## src/rtl/npu_pkg.sv

```systemverilog
// Shared types and constants for the NPU bias-load path.
package npu_pkg;

    // Bias loader control states
    typedef enum logic [1:0] {
        BL_IDLE     = 2'd0,
        BL_CLEAR    = 2'd1,
        BL_STREAM   = 2'd2,
        BL_WAIT_ACK = 2'd3
    } bias_ldr_state_e;

    // Largest bias table the loader accepts; channel counts fit in 9 bits
    localparam int unsigned BIAS_LDR_MAX_CH = 511;
    localparam int unsigned BIAS_LDR_CH_W   = 9;

    // Number of memory words needed to hold n biases packed bpw to a word
    function automatic logic [BIAS_LDR_CH_W-1:0] bias_ldr_words(
        input logic [BIAS_LDR_CH_W-1:0] n,
        input int unsigned              bpw
    );
        int unsigned w;
        w = (32'(n) + bpw - 32'd1) / bpw;
        return w[BIAS_LDR_CH_W-1:0];
    endfunction

endpackage

```

## src/rtl/bias_word_fifo.sv

```systemverilog
// Small synchronous FIFO holding returned memory words until they are unpacked.
// Head data is read straight from storage so the unpacker sees it the cycle
// after the push.
module bias_word_fifo #(
    parameter int unsigned DEPTH = 4,
    parameter int unsigned WIDTH = 64
) (
    input  logic                         clk,
    input  logic                         rst,
    input  logic                         push,
    input  logic [WIDTH-1:0]             push_data,
    input  logic                         pop,
    output logic [WIDTH-1:0]             head_data,
    output logic [$clog2(DEPTH+1)-1:0]   count
);

    localparam int unsigned PTR_W = (DEPTH > 1) ? $clog2(DEPTH) : 1;
    localparam int unsigned CNT_W = $clog2(DEPTH + 1);
    localparam logic [PTR_W-1:0] PTR_LAST = PTR_W'(DEPTH - 1);
    localparam logic [CNT_W-1:0] CNT_FULL = CNT_W'(DEPTH);

    logic [WIDTH-1:0] mem_q [DEPTH];
    logic [WIDTH-1:0] mem_d [DEPTH];
    logic [PTR_W-1:0] wr_ptr_q, wr_ptr_d;
    logic [PTR_W-1:0] rd_ptr_q, rd_ptr_d;
    logic [CNT_W-1:0] count_q, count_d;
    logic             push_ok_s;
    logic             pop_ok_s;

    // Pointer increment with wrap for any depth
    function automatic logic [PTR_W-1:0] ptr_inc(input logic [PTR_W-1:0] p);
        logic [PTR_W-1:0] r;
        if (p == PTR_LAST) begin
            r = '0;
        end else begin
            r = p + PTR_W'(1);
        end
        return r;
    endfunction

    assign head_data = mem_q[rd_ptr_q];
    assign count     = count_q;

    // Guarded push/pop and next-state for storage, pointers and count
    always_comb begin
        push_ok_s = push && (count_q != CNT_FULL);
        pop_ok_s  = pop && (count_q != '0);
        mem_d     = mem_q;
        wr_ptr_d  = wr_ptr_q;
        rd_ptr_d  = rd_ptr_q;
        count_d   = count_q;
        if (push_ok_s) begin
            mem_d[wr_ptr_q] = push_data;
            wr_ptr_d        = ptr_inc(wr_ptr_q);
        end else begin
            wr_ptr_d = wr_ptr_q;
        end
        if (pop_ok_s) begin
            rd_ptr_d = ptr_inc(rd_ptr_q);
        end else begin
            rd_ptr_d = rd_ptr_q;
        end
        if (push_ok_s && !pop_ok_s) begin
            count_d = count_q + CNT_W'(1);
        end else if (!push_ok_s && pop_ok_s) begin
            count_d = count_q - CNT_W'(1);
        end else begin
            count_d = count_q;
        end
    end

    // FIFO state registers
    always_ff @(posedge clk or posedge rst) begin
        if (rst) begin
            for (int i = 0; i < int'(DEPTH); i++) begin
                mem_q[i] <= '0;
            end
            wr_ptr_q <= '0;
            rd_ptr_q <= '0;
            count_q  <= '0;
        end else begin
            mem_q    <= mem_d;
            wr_ptr_q <= wr_ptr_d;
            rd_ptr_q <= rd_ptr_d;
            count_q  <= count_d;
        end
    end

endmodule

```

## src/rtl/bias_stream_loader.sv

```systemverilog
// Fetches a packed bias table from memory and streams it to the bias-add unit:
// one clear pulse, then one bias per cycle, then waits for the consumer ack.
// Reads are credit limited so returned words always fit in the word FIFO.
module bias_stream_loader
    import npu_pkg::*;
#(
    parameter int unsigned ADDR_WIDTH      = 32,
    parameter int unsigned MEM_WIDTH       = 64,
    parameter int unsigned BIAS_WIDTH      = 32,
    parameter int unsigned MAX_OUTSTANDING = 4,
    parameter int unsigned ACK_TIMEOUT     = 16
) (
    input  logic                   clk,
    input  logic                   rst,
    input  logic                   start,
    input  logic [ADDR_WIDTH-1:0]  base_addr,
    input  logic [8:0]             num_channels,
    output logic                   busy,
    output logic                   done,
    output logic                   error,
    output logic                   mem_req,
    output logic [ADDR_WIDTH-1:0]  mem_addr,
    input  logic                   mem_gnt,
    input  logic                   mem_rvalid,
    input  logic [MEM_WIDTH-1:0]   mem_rdata,
    output logic                   load_bias,
    output logic                   bias_valid,
    output logic [BIAS_WIDTH-1:0]  bias_out,
    input  logic                   bias_loaded
);

    localparam int unsigned BPW    = MEM_WIDTH / BIAS_WIDTH;
    localparam int unsigned LANE_W = (BPW > 1) ? $clog2(BPW) : 1;
    localparam int unsigned OCC_W  = $clog2(MAX_OUTSTANDING + 1);
    localparam int unsigned TMR_W  = $clog2(ACK_TIMEOUT + 1);

    localparam logic [ADDR_WIDTH-1:0] ADDR_STEP = ADDR_WIDTH'(MEM_WIDTH / 8);
    localparam logic [LANE_W-1:0]     LAST_LANE = LANE_W'(BPW - 1);
    localparam logic [OCC_W-1:0]      OCC_MAX   = OCC_W'(MAX_OUTSTANDING);
    localparam logic [TMR_W-1:0]      TMR_LAST  = TMR_W'(ACK_TIMEOUT - 1);

    localparam logic [1:0] S_IDLE     = 2'(BL_IDLE);
    localparam logic [1:0] S_CLEAR    = 2'(BL_CLEAR);
    localparam logic [1:0] S_STREAM   = 2'(BL_STREAM);
    localparam logic [1:0] S_WAIT_ACK = 2'(BL_WAIT_ACK);

    logic [1:0]            state_q, state_d;
    logic                  busy_q, busy_d;
    logic                  done_q, done_d;
    logic                  error_q, error_d;
    logic                  load_bias_q, load_bias_d;
    logic                  bias_valid_q, bias_valid_d;
    logic [BIAS_WIDTH-1:0] bias_out_q, bias_out_d;
    logic                  mem_req_q, mem_req_d;
    logic [ADDR_WIDTH-1:0] mem_addr_q, mem_addr_d;
    logic [8:0]            beats_left_q, beats_left_d;
    logic [8:0]            words_left_q, words_left_d;
    logic [LANE_W-1:0]     lane_q, lane_d;
    logic [TMR_W-1:0]      ack_timer_q, ack_timer_d;
    // reads granted but not yet returned
    logic [OCC_W-1:0]      outstanding_q, outstanding_d;
    // reads granted and not yet fully unpacked (outstanding + FIFO words)
    logic [OCC_W-1:0]      occ_q, occ_d;

    logic                  gnt_fire_s;
    logic                  push_s;
    logic                  emit_s;
    logic                  pop_s;
    logic [MEM_WIDTH-1:0]  fifo_head_s;
    logic [OCC_W-1:0]      fifo_count_s;
    logic [BIAS_WIDTH-1:0] lanes_s [BPW];

    bias_word_fifo #(
        .DEPTH (MAX_OUTSTANDING),
        .WIDTH (MEM_WIDTH)
    ) u_word_fifo (
        .clk       (clk),
        .rst       (rst),
        .push      (push_s),
        .push_data (mem_rdata),
        .pop       (pop_s),
        .head_data (fifo_head_s),
        .count     (fifo_count_s)
    );

    for (genvar g = 0; g < int'(BPW); g++) begin : g_lane
        assign lanes_s[g] = fifo_head_s[g*BIAS_WIDTH +: BIAS_WIDTH];
    end

    assign busy       = busy_q;
    assign done       = done_q;
    assign error      = error_q;
    assign mem_req    = mem_req_q;
    assign mem_addr   = mem_addr_q;
    assign load_bias  = load_bias_q;
    assign bias_valid = bias_valid_q;
    assign bias_out   = bias_out_q;

    // Handshake events: grant, accepted return data, lane emission and word pop
    always_comb begin
        gnt_fire_s = mem_req_q && mem_gnt;
        // Returns with nothing outstanding belong to requests cut off by reset
        push_s     = mem_rvalid && (outstanding_q != '0) && (state_q != S_IDLE);
        emit_s     = (state_q == S_STREAM) && (fifo_count_s != '0) && (beats_left_q != 9'd0);
        // A word is done after its last lane, or early when the table ends mid-word
        pop_s      = emit_s && ((lane_q == LAST_LANE) || (beats_left_q == 9'd1));
    end

    // FSM, request/credit bookkeeping and registered output values
    always_comb begin
        state_d       = state_q;
        busy_d        = busy_q;
        done_d        = 1'b0;
        error_d       = 1'b0;
        load_bias_d   = 1'b0;
        bias_valid_d  = 1'b0;
        bias_out_d    = bias_out_q;
        mem_req_d     = 1'b0;
        mem_addr_d    = mem_addr_q;
        beats_left_d  = beats_left_q;
        words_left_d  = words_left_q;
        lane_d        = lane_q;
        ack_timer_d   = ack_timer_q;
        outstanding_d = outstanding_q;
        occ_d         = occ_q;

        if (gnt_fire_s && !push_s) begin
            outstanding_d = outstanding_q + OCC_W'(1);
        end else if (!gnt_fire_s && push_s) begin
            outstanding_d = outstanding_q - OCC_W'(1);
        end else begin
            outstanding_d = outstanding_q;
        end

        if (gnt_fire_s && !pop_s) begin
            occ_d = occ_q + OCC_W'(1);
        end else if (!gnt_fire_s && pop_s) begin
            occ_d = occ_q - OCC_W'(1);
        end else begin
            occ_d = occ_q;
        end

        // Address only advances once the current request is accepted
        if (gnt_fire_s) begin
            mem_addr_d   = mem_addr_q + ADDR_STEP;
            words_left_d = words_left_q - 9'd1;
        end else begin
            mem_addr_d   = mem_addr_q;
            words_left_d = words_left_q;
        end

        if (emit_s) begin
            bias_valid_d = 1'b1;
            bias_out_d   = lanes_s[lane_q];
            beats_left_d = beats_left_q - 9'd1;
            if (pop_s) begin
                lane_d = '0;
            end else begin
                lane_d = lane_q + LANE_W'(1);
            end
        end else begin
            bias_out_d = bias_out_q;
        end

        case (state_q)
            S_IDLE: begin
                if (start) begin
                    if (num_channels == 9'd0) begin
                        error_d = 1'b1;
                    end else begin
                        state_d      = S_CLEAR;
                        busy_d       = 1'b1;
                        load_bias_d  = 1'b1;
                        mem_addr_d   = base_addr;
                        beats_left_d = num_channels;
                        words_left_d = bias_ldr_words(num_channels, BPW);
                        lane_d       = '0;
                        ack_timer_d  = '0;
                    end
                end else begin
                    state_d = S_IDLE;
                end
            end
            S_CLEAR: begin
                state_d = S_STREAM;
            end
            S_STREAM: begin
                if (emit_s && (beats_left_q == 9'd1)) begin
                    state_d     = S_WAIT_ACK;
                    ack_timer_d = '0;
                end else begin
                    state_d = S_STREAM;
                end
            end
            S_WAIT_ACK: begin
                if (bias_loaded) begin
                    done_d  = 1'b1;
                    busy_d  = 1'b0;
                    state_d = S_IDLE;
                end else if (ack_timer_q == TMR_LAST) begin
                    error_d = 1'b1;
                    busy_d  = 1'b0;
                    state_d = S_IDLE;
                end else begin
                    ack_timer_d = ack_timer_q + TMR_W'(1);
                end
            end
            default: begin
                state_d = S_IDLE;
                busy_d  = 1'b0;
            end
        endcase

        // An unaccepted request is held; a new one needs work left and a free credit
        if (mem_req_q && !mem_gnt) begin
            mem_req_d = (state_d == S_STREAM);
        end else begin
            mem_req_d = (state_d == S_STREAM) && (words_left_d != 9'd0) && (occ_d < OCC_MAX);
        end
    end

    // Control and output registers
    always_ff @(posedge clk or posedge rst) begin
        if (rst) begin
            state_q       <= S_IDLE;
            busy_q        <= 1'b0;
            done_q        <= 1'b0;
            error_q       <= 1'b0;
            load_bias_q   <= 1'b0;
            bias_valid_q  <= 1'b0;
            bias_out_q    <= '0;
            mem_req_q     <= 1'b0;
            mem_addr_q    <= '0;
            beats_left_q  <= 9'd0;
            words_left_q  <= 9'd0;
            lane_q        <= '0;
            ack_timer_q   <= '0;
            outstanding_q <= '0;
            occ_q         <= '0;
        end else begin
            state_q       <= state_d;
            busy_q        <= busy_d;
            done_q        <= done_d;
            error_q       <= error_d;
            load_bias_q   <= load_bias_d;
            bias_valid_q  <= bias_valid_d;
            bias_out_q    <= bias_out_d;
            mem_req_q     <= mem_req_d;
            mem_addr_q    <= mem_addr_d;
            beats_left_q  <= beats_left_d;
            words_left_q  <= words_left_d;
            lane_q        <= lane_d;
            ack_timer_q   <= ack_timer_d;
            outstanding_q <= outstanding_d;
            occ_q         <= occ_d;
        end
    end

endmodule

```

## config.mk

```make
export PLATFORM = sky130hd
export DESIGN_NAME = bias_stream_loader
export DESIGN_NICKNAME = d
export VERILOG_FILES = /design/src/rtl/npu_pkg.sv /design/src/rtl/bias_word_fifo.sv /design/src/rtl/bias_stream_loader.sv
export SDC_FILE = /design/constraint.sdc
export NUM_CORES = 1
export LEC_CHECK = 0
export ABC_AREA = 0
export CAP_MARGIN = 20
export CORE_MARGIN = 1
export CORE_UTILIZATION = 50
export CTS_CLUSTER_DIAMETER = 200
export CTS_CLUSTER_SIZE = 30
export DETAILED_ROUTE_END_ITERATION = 10
export PLACE_DENSITY = 0.72
export SLEW_MARGIN = 30
export SYNTH_ARGS = -nofsm -noshare
export SYNTH_HDL_FRONTEND = slang
export SYNTH_SLANG_ARGS = --single-unit
```

## constraint.sdc

```tcl
create_clock -name clk -period 18.4 [get_ports clk]
set_input_delay 1.84 -clock clk [delete_from_list [all_inputs] [get_ports clk]]
set_output_delay 1.84 -clock clk [all_outputs]
set_load 0.02 [all_outputs]
```

After elaboration in Yosys (flattened, before gate mapping)
Index checks and enable logic that the tools add are counted.
{"block": "totals", "register_bits": 365, "latchBits": 0, "ram_bits": 0, "mem_bits_ro": 0, "out_inout_bits": 70, "n_memories": 0}
{"block": "classes", "add_sub_neg": 15, "mul": 0, "div_mod_pow": 0, "magnitude_cmp": 5, "n_eq_ne": 15, "shifts": 0, "n_mux": 63, "bitwise_logic": 3, "reduce_logical": 39}
{"op": "$bwmux 256", "n": 1}
{"op": "$mux 32", "n": 7}
{"op": "$mux 64", "n": 3}
{"op": "$bmux 64 s2", "n": 1}
{"op": "$demux 64 s2", "n": 1}
{"op": "$mux 9", "n": 8}
{"op": "$add 32x4->32 const B", "n": 1}
{"op": "$mux 5", "n": 5}
{"op": "$mux 1", "n": 21}
{"op": "$logic_and 1x1->1", "n": 19}
{"op": "$mux 3", "n": 6}
{"op": "$reduce_bool 9->1", "n": 2}
{"op": "$sub 9x1->9 const B", "n": 2}
{"op": "$pmux 5 s3", "n": 1}
{"op": "$mux 2", "n": 6}
{"op": "$add 9x2->10 const B", "n": 1}
{"op": "$eq 2x2->1 const B", "n": 5}
{"op": "$sub 10x1->10 const B", "n": 1}
{"op": "$add 3x1->3 const B", "n": 3}
{"op": "$eq 9x1->1 const B", "n": 1}
{"op": "$logic_not 9->1", "n": 1}
{"op": "$reduce_bool 3->1", "n": 3}
{"op": "$sub 3x1->3 const B", "n": 3}
{"op": "$ne 2x2->1 const B", "n": 4}
{"op": "21 further kinds", "n": 34}

Longest topological paths before layout
{"block": "logic_depth", "word_depth": 10, "mapped_depth": 13}

By module
From an unflattened synthesis, not the netlist that was laid out.
{"block": "unflattened", "hier_cells": 1245, "area_unflattened_um2": 17051.4}
{"module": "bias_word_fifo", "n_inst": 1, "cells_each": 654, "area_each_um2": 11571.1, "seq_area_each_um2": 6581.3}
{"module": "bias_stream_loader", "n_inst": 1, "cells_each": 591, "area_each_um2": 5480.3, "seq_area_each_um2": 2552.4}

Worst setup path before layout
Ideal clock, no wire load.
{"block": "synth_timing", "path_kind": "input port to flip-flop", "from": "input port num_channels[3]", "to": "register mem_req_q (netlist: mem_req)", "setup_ns": 0.129, "t_arrival_ns": 3.695, "required_ns": 18.271, "setup_slack_ns": 14.575, "cell_stages": 9, "n_path_buf": 2, "cell_sequence": "buf_6 nor4b_4 a21o_1 buf_6 inv_4 a211oi_2 a21oi_1 or4b_1 o41a_1"}
{"block": "synth_via", "elab_cells_between_ends": 14, "classes_between": "add/sub (2); eq/ne (1); mux (7); reduce/logical (4)"}
{"item": "from (decl)", "line": "bias_stream_loader.sv:17", "rtl": "input logic [8:0] num_channels,"}
{"item": "$logic_not 9->1", "line": "bias_stream_loader.sv:168", "rtl": "if (num_channels == 9'd0) begin"}
{"item": "$mux 9", "line": "bias_stream_loader.sv:168"}
{"item": "$mux 9", "line": "bias_stream_loader.sv:167", "rtl": "if (start) begin"}
{"item": "$mux 9", "line": "bias_stream_loader.sv:165", "rtl": "case (state_q)"}
{"item": "via words_left_d[1]", "line": "bias_stream_loader.sv:57", "rtl": "logic [8:0] words_left_q, words_left_d;"}
{"item": "$reduce_bool 9->1", "line": "bias_stream_loader.sv:218", "rtl": "mem_req_d = (state_d == S_STREAM) && (words_left_d != 9'd0) && (occ_d < OCC_MAX);"}
{"item": "$logic_and 1x1->1 (2 in a row)", "line": "bias_stream_loader.sv:218"}
{"item": "$mux 1", "line": "bias_stream_loader.sv:215", "rtl": "if (mem_req_q && !mem_gnt) begin"}
{"item": "via mem_req_d", "line": "bias_stream_loader.sv:54", "rtl": "logic mem_req_q, mem_req_d;"}
{"item": "to (signal assigned)", "line": "bias_stream_loader.sv:248", "rtl": "mem_req_q <= mem_req_d;"}
{"item": "to (decl)", "line": "bias_stream_loader.sv:54"}
The timed path passes the listed nets, and every way through them passes these cells.
A chain may end at the register's enable or synchronous reset.

Final worst setup path
Ends and elaborated chain as after synthesis.

==> out/qor.yml <==
sta:
  final.min_clock_period_ns: 4.82
  max_freq_ghz: 0.208
  timing.setup.tns_ns: 0
  slew_viol_final: 0
  worst_pin_slew_ns: 0.935
  fin_crit_sh_pct: 26.2
  finalSetupViolCount: 0
  hold_violations: 0
  rsz0062_at_grt: "no"
  skew_ns: 0.0292
  relSlewSlack_pct: 37.1
power_and_ir_drop:
  ir_drop_mv: 0.113
  leakage_nw: 8.10
  p_per_area_nw_per_um2: 168
clock_tree:
  ctsHoldBuffers: 0
  cts_tree: "built"
  clock_latency_ns: 0.52
  cts_buffer_depth: 3
  clkTransAtPathRegs_ns: 0.12
  cts_resized: 0
  htreeDepth: 1
  cts.sinks: 365
  cts_root_buf: "clkbuf_16"
  numCtsBuffers: 16
  postCtsSetupBuffers: 0
logic_synthesis:
  synth_area_um2: 16700
  synth_area_per_cell_um2: 13.6
  ys_types: 58
  synth_edf_count: 0
  ys_seq_elements: 365
  syn-instance-count: 1236
  synth_warnings: 0
  postSynth.asyncResetShare_pct: 100
  syn-num-nets: 1373
  synthFlopType: "dfrtp_1"
  ys_seq_area_share_pct: 54.5
layout:
  register_area_um2: 9140
  multi_input_area_um2: 7330
  instances_no_fill: 1824
  final_common_cell: "dfrtp_1"
  area_delta_synth_final_pct: 16.3
  drive_gt1_share_pct: 25.2
  nets: 1515
  nFillCells: 2604
  layout_common_cells: "dfrtp_1 (362), mux2_2 (240), clkdlybuf4s50_1 (180), nand2_1 (82), nor2_1 (69)"
die:
  core_region_area_um2: 32800
  io_pins: 181
  die_w_um: 185
  dieArea_um2: 34200
  rows: 66
  die_y_um: 185
  start_util_pct: 51.1
routing:
  drt_pass1_iterations: 4
  drc: 0
  routed_wl_um: 35300
  num_vias: 10300
  ant_nets: 0
  viasPerCell: 5.62
  drtIter0Drc: 567
  wire_per_inst_um: 19.3
setup_path:
  r2r_end: "mem_req"
  end_kind: "flip-flop"
  slowest_delay_ns: 0.60
  cp_cell_sequence: "clkdlybuf4s50_1 -> nor4b_4 -> a21o_1 -> inv_4 -> a211oi_2 -> a21oi_1 -> or4b_1 -> o41a_1"
  cp-startpoint: "num_channels[3]"
  critical_path_required_ns: 18.81
  path_max_fanout: 78
  slowest_stage: "clkdlybuf4s50_1"
  cp-start-kind: "input port"
  reg2reg_from: "beats_left_q[2]"
  r2r_cells: 12
  regToRegSetupSlack_ns: 14.30
  arrival_ns: 5.23
  path_class: "in2reg"
placement:
  dpl.hpwl_um: 22100
  gp_congestion: 0.805
  io_buffers: 180
  placedCellCount: 1802
hold_path:
  holdCritStartpoint: "outstanding_q[2]"
  hold_path_class: "reg2reg"
  min_path_cells: 1
  whs_endpoint: "outstanding_q[2]"
run_status:
  status: "completed"
global_routing:
  grt_usage_pct: 21.1
  antenna_found_initial: 4
  grt_pass1_wl_um: 57300
  grt_overflow: 0
  first_global_vias: 10700
  grt_max_degree: 144
run:
  cap_violations: 0
## metrics by stage
step	util (%)	hold WS [ns]	total power, mW	area, µm²	setup WS [ns]
3_5_place_dp	58.0	0.461	2.89	19000	13.04
2_1_floorplan	-	0.433	2.43	16700	6.43
6_report	59.4	0.479	3.28	19500	13.58
3_3_place_gp	57.8	0.458	2.82	19000	13.15
5_1_grt	59.4	0.496	3.50	19500	13.37
4_1_cts	59.4	0.481	3.31	19500	13.60
## cell families (layout without fill, tap and decap cells)
kind of cell / count (synthesis) / count (layout) / synth area share (%)
muxes: 358 / 358 / 28.1
adders and majority gates: 26 / 26 / 2.03
and+or+nand+nor: 227 / 227 / 6.34
buffers and inverters: 93 / 237 / 2.25
DFF: 365 / 365 / 54.5
xor gates and xnor gates: 55 / 55 / 2.88
other: 0 / 2 / 0
AOI/OAI and AO/OA: 112 / 112 / 3.86
## synth_stat cells, types with 3 or more instances
master | instances | area share (%)
mux2i_1 | 35 | 2.1
nand2_1 | 86 | 1.9
xnor2_1 | 25 | 1.3
buf_1 | 8 | 0.18
and3_1 | 4 | 0.15
mux2_1 | 19 | 1.3
nand3_1 | 22 | 0.66
nor3b_1 | 3 | 0.13
nand2b_1 | 3 | 0.11
a31oi_1 | 5 | 0.19
nor2_1 | 69 | 1.5
o21ai_1 | 35 | 1.0
mux4_2 | 64 | 8.6
mux2_2 | 240 | 16
nor3_1 | 10 | 0.30
clkbuf_1 | 50 | 1.1
buf_6 | 3 | 0.20
o21ai_0 | 14 | 0.42
ha_1 | 24 | 1.8
a21oi_1 | 41 | 1.2
dfrtp_1 | 365 | 55
xor2_1 | 30 | 1.6
nand4_1 | 12 | 0.45
inv_1 | 26 | 0.58
## worst max-delay path by stage
stage	slack, ns	end	cells past startpoint
floorplan	6.43	ack_timer_q[0]	1
global placement	13.15	mem_req	8
detailed placement	13.04	mem_req	10
CTS	13.60	mem_req	10
global route	13.37	mem_req	10
finish	13.58	mem_req	8
## state kept, by name, indices dropped and copies added, names as in the netlist
signal	flops
lane_q	1
u_word_fifo.count	3
bias_valid	1
ack_timer_q	5
busy	1
state_q	2
done	1
outstanding_q	3
load_bias	1
beats_left_q	9
bias_out	32
mem_req	1
error	1
u_word_fifo.mem_q	256
u_word_fifo.wr_ptr_q	2
mem_addr	32
occ_q	3
words_left_q	9
u_word_fifo.rd_ptr_q	2
## per-layer routing
| metal | track usage [%] | share of wire, % | routed length, µm | up-vias |
|---|---|---|---|---|
| met5 | 0 | 0.071 | 25 | - |
| met4 | 4.20 | 1.4 | 500 | 4 |
| met3 | 3.05 | 4.7 | 1660 | 31 |
| met2 | 35.6 | 49 | 17300 | 218 |
| met1 | 29.3 | 45 | 15800 | 5299 |
| li1 | - | - | - | 4699 |
## final cells by class
class	count	area share, %
flip-flops and latches	365	46.9
multi-input cells	778	37.6
repair buffers	187	9.56
well taps	442	2.84
clock buffers	19	2.22
inverters	30	0.655
clock inverters	1	0.154
diodes	2	0.0257
## worst max-delay path, delay by kind of cell
kind,cells,cell delay (ns)
AO/OA/AOI/OAI,4,1.35
buffers and inverters,2,1.02
AND/OR/NAND/NOR,2,0.99
## where the power goes
part	leakage [nW]	internal (mW)	switching, mW
clock	0.223	0.172	0.250
combinational	3.45	0.782	0.614
sequential	4.42	1.19	0.268
total	8.10	2.15	1.13
Power figures use the tool's default switching activity.
